$ cat config.mk
export PLATFORM = sky130hd
export DESIGN_NAME = mem_arbiter_flat
export DESIGN_NICKNAME = d
export VERILOG_FILES = /design/src/rtl/mem_arbiter_pkg.sv /design/src/rtl/mem_arbiter_if.sv /design/src/rtl/mem_arbiter_pick2.sv /design/src/rtl/mem_arbiter.sv /design/src/flat_wrapper.sv
export SDC_FILE = /design/constraint.sdc
export NUM_CORES = 1
export LEC_CHECK = 0
export CAP_MARGIN = 20
export CORE_AREA = 2 2 120 122
export DETAILED_ROUTE_END_ITERATION = 10
export DIE_AREA = 0 0 122 124
export PLACE_DENSITY = 0.57
export RECOVER_POWER = 50
export SLEW_MARGIN = 20
export SYNTH_ARGS = -nofsm -noshare
export SYNTH_HDL_FRONTEND = slang
export SYNTH_SLANG_ARGS = --single-unit
$ cat constraint.sdc
create_clock -name clk -period 1.3 [get_ports clk]
set_input_delay 0.195 -clock clk [delete_from_list [all_inputs] [get_ports clk]]
set_output_delay 0.195 -clock clk [all_outputs]
set_load 0.05 [all_outputs]
$ cat src/rtl/mem_arbiter_pkg.sv
// mem_arb_pkg: arbiter FSM states and master indices shared across the mem_arbiter slice.
package mem_arb_pkg;
  typedef enum logic {IDLE, BUSY} state_e;
  localparam logic M_IFETCH = 1'b0;
  localparam logic M_DATA   = 1'b1;
endpackage

$ cat src/rtl/mem_arbiter_if.sv
// mem_arb_if: one memory request port; master drives requests, slave returns data and ready.
interface mem_arb_if #(
  parameter int ADDR_WIDTH = 32,
  parameter int DATA_WIDTH = 32
);
  logic                  read_enable;
  logic                  write_enable;
  logic                  mem_signed_read;
  logic [1:0]            mem_data_width;
  logic [ADDR_WIDTH-1:0] address;
  logic [DATA_WIDTH-1:0] data_in;
  logic [DATA_WIDTH-1:0] data_out;
  logic                  mem_ready;
  modport master (
    output read_enable, write_enable, mem_signed_read, mem_data_width, address, data_in,
    input  data_out, mem_ready
  );
  modport slave (
    input  read_enable, write_enable, mem_signed_read, mem_data_width, address, data_in,
    output data_out, mem_ready
  );
endinterface

$ cat src/rtl/mem_arbiter_pick2.sv
// arb_pick2: combinational winner select between two requesters, round-robin or fixed priority.
module arb_pick2 #(
  parameter bit PRIO_MASTER = 1'b1
) (
  input  logic [1:0] i_req,
  input  logic       i_rr_last,
  input  logic       i_rr_en,
  output logic       o_winner
);
  always_comb o_winner = (i_req == 2'b11) ? (i_rr_en ? ~i_rr_last : PRIO_MASTER) : i_req[1];
endmodule

$ cat src/rtl/mem_arbiter.sv
// mem_arbiter: grants the single mmu port to one of two masters per transaction.
// Define MEM_ARB_RR_EN for round-robin contention; otherwise PRIO_MASTER always wins.
module mem_arbiter
  import mem_arb_pkg::*;
#(
  parameter int ADDR_WIDTH  = 32,
  parameter int DATA_WIDTH  = 32,
  parameter bit PRIO_MASTER = 1'b1
) (
  input  logic       clk,
  input  logic       reset_n,
  mem_arb_if.slave   m0,
  mem_arb_if.slave   m1,
  mem_arb_if.master  mmu,
  output logic       grant,
  output logic       busy
);
  state_e     r_state, w_next;
  logic       r_grant, w_winner, w_rr_last, w_rr_en, w_busy, w_done;
  logic [1:0] w_req;
  assign w_req  = {m1.read_enable | m1.write_enable, m0.read_enable | m0.write_enable};
  assign w_busy = reset_n && r_state == BUSY;
  assign w_done = w_busy && mmu.mem_ready;
`ifdef MEM_ARB_RR_EN
  logic r_rr_last;
  always_ff @(posedge clk)
    if (!reset_n) r_rr_last <= 1'b1;
    else if (w_done) r_rr_last <= r_grant;
  assign w_rr_last = r_rr_last;
  assign w_rr_en   = 1'b1;
`else
  assign w_rr_last = 1'b0;
  assign w_rr_en   = 1'b0;
`endif
  arb_pick2 #(.PRIO_MASTER(PRIO_MASTER)) u_pick (
    .i_req(w_req), .i_rr_last(w_rr_last), .i_rr_en(w_rr_en), .o_winner(w_winner)
  );
  always_ff @(posedge clk)
    if (!reset_n) begin
      r_state <= IDLE;
      r_grant <= M_IFETCH;
    end else begin
      r_state <= w_next;
      if (r_state == IDLE && |w_req) r_grant <= w_winner;
    end
  always_comb w_next = (r_state == IDLE) ? (|w_req ? BUSY : IDLE) : (mmu.mem_ready ? IDLE : BUSY);
  // A master raising both enables gets a write; the read is suppressed.
  always_comb begin
    mmu.write_enable    = w_busy & (r_grant ? m1.write_enable : m0.write_enable);
    mmu.read_enable     = w_busy & (r_grant ? m1.read_enable : m0.read_enable)
                        & ~(r_grant ? m1.write_enable : m0.write_enable);
    mmu.mem_signed_read = w_busy & (r_grant ? m1.mem_signed_read : m0.mem_signed_read);
    mmu.mem_data_width  = w_busy ? (r_grant ? m1.mem_data_width : m0.mem_data_width) : 2'b00;
    mmu.address         = w_busy ? (r_grant ? m1.address : m0.address) : '0;
    mmu.data_in         = w_busy ? (r_grant ? m1.data_in : m0.data_in) : '0;
  end
  assign m0.mem_ready = w_done && r_grant == M_IFETCH;
  assign m1.mem_ready = w_done && r_grant == M_DATA;
  assign m0.data_out  = m0.mem_ready ? mmu.data_out : '0;
  assign m1.data_out  = m1.mem_ready ? mmu.data_out : '0;
  assign grant = r_grant;
  assign busy  = w_busy;
endmodule

$ cat src/flat_wrapper.sv
// flat-port wrapper written by rule: the top's interface ports become plain ports
module mem_arbiter_flat import mem_arb_pkg::*;
#(
  parameter int ADDR_WIDTH  = 32,
  parameter int DATA_WIDTH  = 32,
  parameter bit PRIO_MASTER = 1'b1
)
  (clk, reset_n, grant, busy, m0_read_enable, m0_write_enable, m0_mem_signed_read, m0_mem_data_width, m0_address, m0_data_in, m0_data_out, m0_mem_ready, m1_read_enable, m1_write_enable, m1_mem_signed_read, m1_mem_data_width, m1_address, m1_data_in, m1_data_out, m1_mem_ready, mmu_read_enable, mmu_write_enable, mmu_mem_signed_read, mmu_mem_data_width, mmu_address, mmu_data_in, mmu_data_out, mmu_mem_ready);
  mem_arb_if #(.ADDR_WIDTH(ADDR_WIDTH), .DATA_WIDTH(DATA_WIDTH)) m0_i ();
  mem_arb_if #(.ADDR_WIDTH(ADDR_WIDTH), .DATA_WIDTH(DATA_WIDTH)) m1_i ();
  mem_arb_if #(.ADDR_WIDTH(ADDR_WIDTH), .DATA_WIDTH(DATA_WIDTH)) mmu_i ();
  input  logic clk;
  input  logic reset_n;
  output logic grant;
  output logic busy;
  input wire logic [$bits(m0_i.read_enable)-1:0] m0_read_enable;
  input wire logic [$bits(m0_i.write_enable)-1:0] m0_write_enable;
  input wire logic [$bits(m0_i.mem_signed_read)-1:0] m0_mem_signed_read;
  input wire logic [$bits(m0_i.mem_data_width)-1:0] m0_mem_data_width;
  input wire logic [$bits(m0_i.address)-1:0] m0_address;
  input wire logic [$bits(m0_i.data_in)-1:0] m0_data_in;
  output wire logic [$bits(m0_i.data_out)-1:0] m0_data_out;
  output wire logic [$bits(m0_i.mem_ready)-1:0] m0_mem_ready;
  input wire logic [$bits(m1_i.read_enable)-1:0] m1_read_enable;
  input wire logic [$bits(m1_i.write_enable)-1:0] m1_write_enable;
  input wire logic [$bits(m1_i.mem_signed_read)-1:0] m1_mem_signed_read;
  input wire logic [$bits(m1_i.mem_data_width)-1:0] m1_mem_data_width;
  input wire logic [$bits(m1_i.address)-1:0] m1_address;
  input wire logic [$bits(m1_i.data_in)-1:0] m1_data_in;
  output wire logic [$bits(m1_i.data_out)-1:0] m1_data_out;
  output wire logic [$bits(m1_i.mem_ready)-1:0] m1_mem_ready;
  output wire logic [$bits(mmu_i.read_enable)-1:0] mmu_read_enable;
  output wire logic [$bits(mmu_i.write_enable)-1:0] mmu_write_enable;
  output wire logic [$bits(mmu_i.mem_signed_read)-1:0] mmu_mem_signed_read;
  output wire logic [$bits(mmu_i.mem_data_width)-1:0] mmu_mem_data_width;
  output wire logic [$bits(mmu_i.address)-1:0] mmu_address;
  output wire logic [$bits(mmu_i.data_in)-1:0] mmu_data_in;
  input wire logic [$bits(mmu_i.data_out)-1:0] mmu_data_out;
  input wire logic [$bits(mmu_i.mem_ready)-1:0] mmu_mem_ready;
  assign m0_i.read_enable = m0_read_enable;
  assign m0_i.write_enable = m0_write_enable;
  assign m0_i.mem_signed_read = m0_mem_signed_read;
  assign m0_i.mem_data_width = m0_mem_data_width;
  assign m0_i.address = m0_address;
  assign m0_i.data_in = m0_data_in;
  assign m0_data_out = m0_i.data_out;
  assign m0_mem_ready = m0_i.mem_ready;
  assign m1_i.read_enable = m1_read_enable;
  assign m1_i.write_enable = m1_write_enable;
  assign m1_i.mem_signed_read = m1_mem_signed_read;
  assign m1_i.mem_data_width = m1_mem_data_width;
  assign m1_i.address = m1_address;
  assign m1_i.data_in = m1_data_in;
  assign m1_data_out = m1_i.data_out;
  assign m1_mem_ready = m1_i.mem_ready;
  assign mmu_read_enable = mmu_i.read_enable;
  assign mmu_write_enable = mmu_i.write_enable;
  assign mmu_mem_signed_read = mmu_i.mem_signed_read;
  assign mmu_mem_data_width = mmu_i.mem_data_width;
  assign mmu_address = mmu_i.address;
  assign mmu_data_in = mmu_i.data_in;
  assign mmu_i.data_out = mmu_data_out;
  assign mmu_i.mem_ready = mmu_mem_ready;
  mem_arbiter #(.ADDR_WIDTH(ADDR_WIDTH), .DATA_WIDTH(DATA_WIDTH), .PRIO_MASTER(PRIO_MASTER)) u_core (.clk(clk), .reset_n(reset_n), .m0(m0_i), .m1(m1_i), .mmu(mmu_i), .grant(grant), .busy(busy));
endmodule
==> metrics.log <==
[metrics] mux share of post-synthesis cell area: 42.7%
[metrics] status: finished, violations left
[metrics] max-slew violation count: 0
[metrics] most used standard cells in the synthesized netlist: sky130_fd_sc_hd__nor2_1, sky130_fd_sc_hd__mux2i_1, sky130_fd_sc_hd__and2_1, sky130_fd_sc_hd__buf_4, sky130_fd_sc_hd__clkbuf_1
[metrics] count of warnings emitted by yosys: 0
[metrics] clock-pin slew reported for the worst setup and hold paths after clock tree synthesis: 0.03 ns
[metrics] compound-cell area share of the yosys netlist: 2.12%
[metrics] initial core utilization: 11.6%
[metrics] Leakage: 2.96 nW
[metrics] largest incremental delay on the critical path: 0.36 ns
[metrics] antenna violations before repair: 0
[metrics] total internal power: 0.00212 W
[metrics] clock tree from TritonCTS: built
[metrics] peak supply drop: 0.322 mV
[metrics] CP Launch Point: u_core.grant
[metrics] total of max-cap violations: 0
[metrics] combinational family with the most area after synthesis: simple AND/OR/NAND/NOR gates
[metrics] part of the total power dissipated in combinational logic: 84.0%
[metrics] xor and xnor area share after synthesis: 0%
[metrics] sinks on the clock net: 2
[metrics] aggregate global routing overflow: 0
[metrics] share of total power in the clock network: 13.8%
[metrics] type of the setup path with the least slack: flip-flop to output port
[metrics] crit path cell chain: buf_12 -> buf_12 -> buf_16 -> mux2i_2 -> nor2_2 -> clkbuf_16
[metrics] Fmax achieved: 609 MHz
[metrics] global-route met2 utilization: 29.2%
[metrics] setup ws final: -0.341 ns
[metrics] global-route wire length before repair: 17600 um
[metrics] dominant register cell in the synthesized netlist: sky130_fd_sc_hd__dfxtp_1
[metrics] maximum root-to-sink buffer count: 2
[metrics] TritonCTS buffer count: 3
[metrics] Worst Setup Slack post-DPL: -0.463 ns
[metrics] critical path's slowest cell: sky130_fd_sc_hd__dfxtp_4
[metrics] post-synthesis cell area: 1590 um2
[metrics] final RePlAce weighted congestion: 0.724
[metrics] area added between synthesis and finish: 386%
[metrics] failing checks: setup timing
[metrics] Post-Route Skew: 0.00297 ns
[metrics] Pwr Total: 0.00351 W
[metrics] Post-CTS Hold Fix Bufs: 0
[metrics] post-synthesis cell count: 238
[metrics] Port Buffers: 309
[metrics] via total after detailed routing: 3024
[metrics] class of the tightest hold or removal check: input pin to flip-flop
[metrics] Fin. Hold Viols: 0
[metrics] largest area contributor in the netlist: sky130_fd_sc_hd__mux2i_1
[metrics] Yosys top cell area share: 42.7%
[metrics] final antenna diode count: 0
[metrics] minimum period implied by the final worst setup slack: 1.64 ns
[metrics] core area: 13700 um2
[metrics] number of enable flip-flop cells after synthesis: 0
[metrics] syn avg cell area: 6.70 um2
[metrics] setup repair after global routing missed its margin: true
[metrics] relative slew slack: 84.3%
[metrics] share of the yosys chip area belonging to registers: 2.51%
[metrics] number of placement rows: 43
[metrics] number of DRC markers in iteration 0: 51
[metrics] Post-layout nets: 748
[metrics] final clock period utilization by the worst path: 126%
[metrics] GRT met3 Usage: 5.27%
[metrics] actual transition at the worst max-transition pin: 0.231 ns
[metrics] main area contributors after synthesis: sky130_fd_sc_hd__mux2i_1, sky130_fd_sc_hd__and2_1, sky130_fd_sc_hd__nor2_1
[metrics] overall routed net length: 12300 um
[metrics] via count of the first global-routing pass: 3115
[metrics] met1 routing resource usage after global routing: 15.2%
[metrics] adder and majority gate portion of the synthesized area: 0%
[metrics] ratio of cells with drive above 1 in the final layout: 62.2%
[metrics] Crit path required time: 1.11 ns
[metrics] switching component of the power: 0.00139 W
[metrics] die width: 122 um
[metrics] Final HPWL DP: 10100 um
[metrics] post-route antenna net violation count: 0
[metrics] worst flop-to-flop path startpoint: u_core.grant
[metrics] per-cell via count in the routed design: 4.01
[metrics] gr busiest metal: met2
[metrics] Setup crit end kind: output port
[metrics] routed wire length per instance: 16.3 um
[metrics] Finish-stage setup viols: 136
[metrics] num ports: 310
[metrics] maximum number of pins on one net before global-route repair: 34
[metrics] combined global-route utilization of all metal layers: 14.9%
[metrics] library cell with the highest instance count after synthesis: sky130_fd_sc_hd__nor2_1
[metrics] arrival time worst endpoint: 1.45 ns
[metrics] floorplan die area: 15100 um2
[metrics] die extent in y: 124 um
[metrics] Post-Synth Simple-Gate Area: 44.7%
[metrics] share of synthesized registers carrying an async set or reset: 0%
[metrics] worst hold path startpoint: m1_write_enable
[metrics] Seq pwr share: 2.2%
[metrics] number of H-tree levels: 1
[metrics] number of nets produced by synthesis: 411
[metrics] number of DRC violations after detailed routing: 0
[metrics] switching fraction of total power: 39.5%
[metrics] master cell of the clock root buffer: sky130_fd_sc_hd__clkbuf_16
[metrics] maximum fanout encountered on the critical timing path: 8
[metrics] count of TritonRoute iterations in the first routing pass: 4
[metrics] unique cell type count in the Yosys netlist: 18
[metrics] Skew-Pair Late Insertion Delay: 0.22 ns
[metrics] nature of the critical path startpoint: flip-flop
[metrics] post-synthesis sequential element count: 2
[metrics] Top cell by count, worst path: sky130_fd_sc_hd__buf_12
[metrics] PwrDens: 452 nW/um2
==> flip-flops by register name (all words and copies together) (netlist names) <==
signal / cells
u_core.r_state: 1
u_core.grant: 1
==> through the flow <==
step | cell area, um2 | setup TNS [ns] | util [%] | hold WS, ns | instances
after floorplan | 2050 | -28.40 | - | 0.328 | 238
after global placement | 6880 | -50.40 | 50.1 | 0.657 | 727
after detailed placement | 6880 | -54.02 | 50.1 | 0.683 | 727
after CTS | 7480 | -39.04 | 54.5 | 0.432 | 747
after global routing | 7750 | -43.99 | 56.5 | 0.446 | 754
final | 7750 | -36.31 | 56.5 | 0.386 | 754
==> power by group through the flow <==
stage,combinational (W),sequential [W],clock (W)
after floorplan,0.00112,0.0000847,0
after global routing,0.00307,0.0000794,0.000502
after global placement,0.00251,0.0000785,0
after detailed placement,0.00253,0.0000789,0
after CTS,0.00280,0.0000778,0.000488
final,0.00295,0.0000772,0.000482
==> per-layer routing <==
metal | vias to the layer above | part of all wire (%) | wire, um
li1 | 1466 | - | -
met1 | 1354 | 32 | 3960
met2 | 191 | 55 | 6740
met3 | 13 | 11 | 1400
met4 | 0 | 1.3 | 162
met5 | - | 0 | 0
==> final cells by class <==
cell class | instances | area [um2]
Fill cell | 1117 | 5970
Inverter | 2 | 12.5
Clock buffer | 4 | 78.8
Tap cell | 180 | 225
Multi-Input combinational cell | 214 | 2240
Timing Repair Buffer | 352 | 5140
Sequential cell | 2 | 47.5
==> final timing paths <==
kind	to	slack [ns]	cells after the start
max	mmu_data_in[26]	-0.34	6
min	u_core.grant	0.39	3
max reg2reg	u_core.grant	0.38	3
min reg2reg	u_core.grant	0.60	2
==> placed cells by master, fill, tap and decap left out, drive strengths merged <==
| master | count |
|---|---|
| dlygate4sd2 | 3 |
| inv | 2 |
| or3b | 1 |
| dlymetal6s2s | 1 |
| nand3b | 1 |
| mux2i | 68 |
| o21ba | 1 |
| clkbuf | 7 |
| dfxtp | 2 |
| o211a | 1 |
| clkdlybuf4s50 | 167 |
| o32ai | 1 |
| or4 | 1 |
| nand2 | 4 |
| and2 | 64 |
| buf | 178 |
| and4b | 1 |
| a21oi | 1 |
| and4 | 1 |
| nor2 | 69 |
==> cell families (layout without fill, tap and decap cells) <==
kind of cell,after synthesis,in the layout
simple gates,141,142
flops,2,2
buf+inv,23,358
mux,68,68
compound gates,4,4
==> critical path: cells and delay by family, from the launching register on <==
kind | cells | cell delay, ns
buffers and inverters | 4 | 0.57
flip-flops | 1 | 0.36
multiplexers | 1 | 0.14
AND/OR/NAND/NOR | 1 | 0.14
==> what timing repair did <==
item                                    4_1_cts  5_1_grt
pin swaps                                     8        8
gates resized for setup                      73       47
cloned                                        6        3
setup buffers                                10        8
endpoints found under the setup margin      137      136
(Power assumes the default switching activity.)
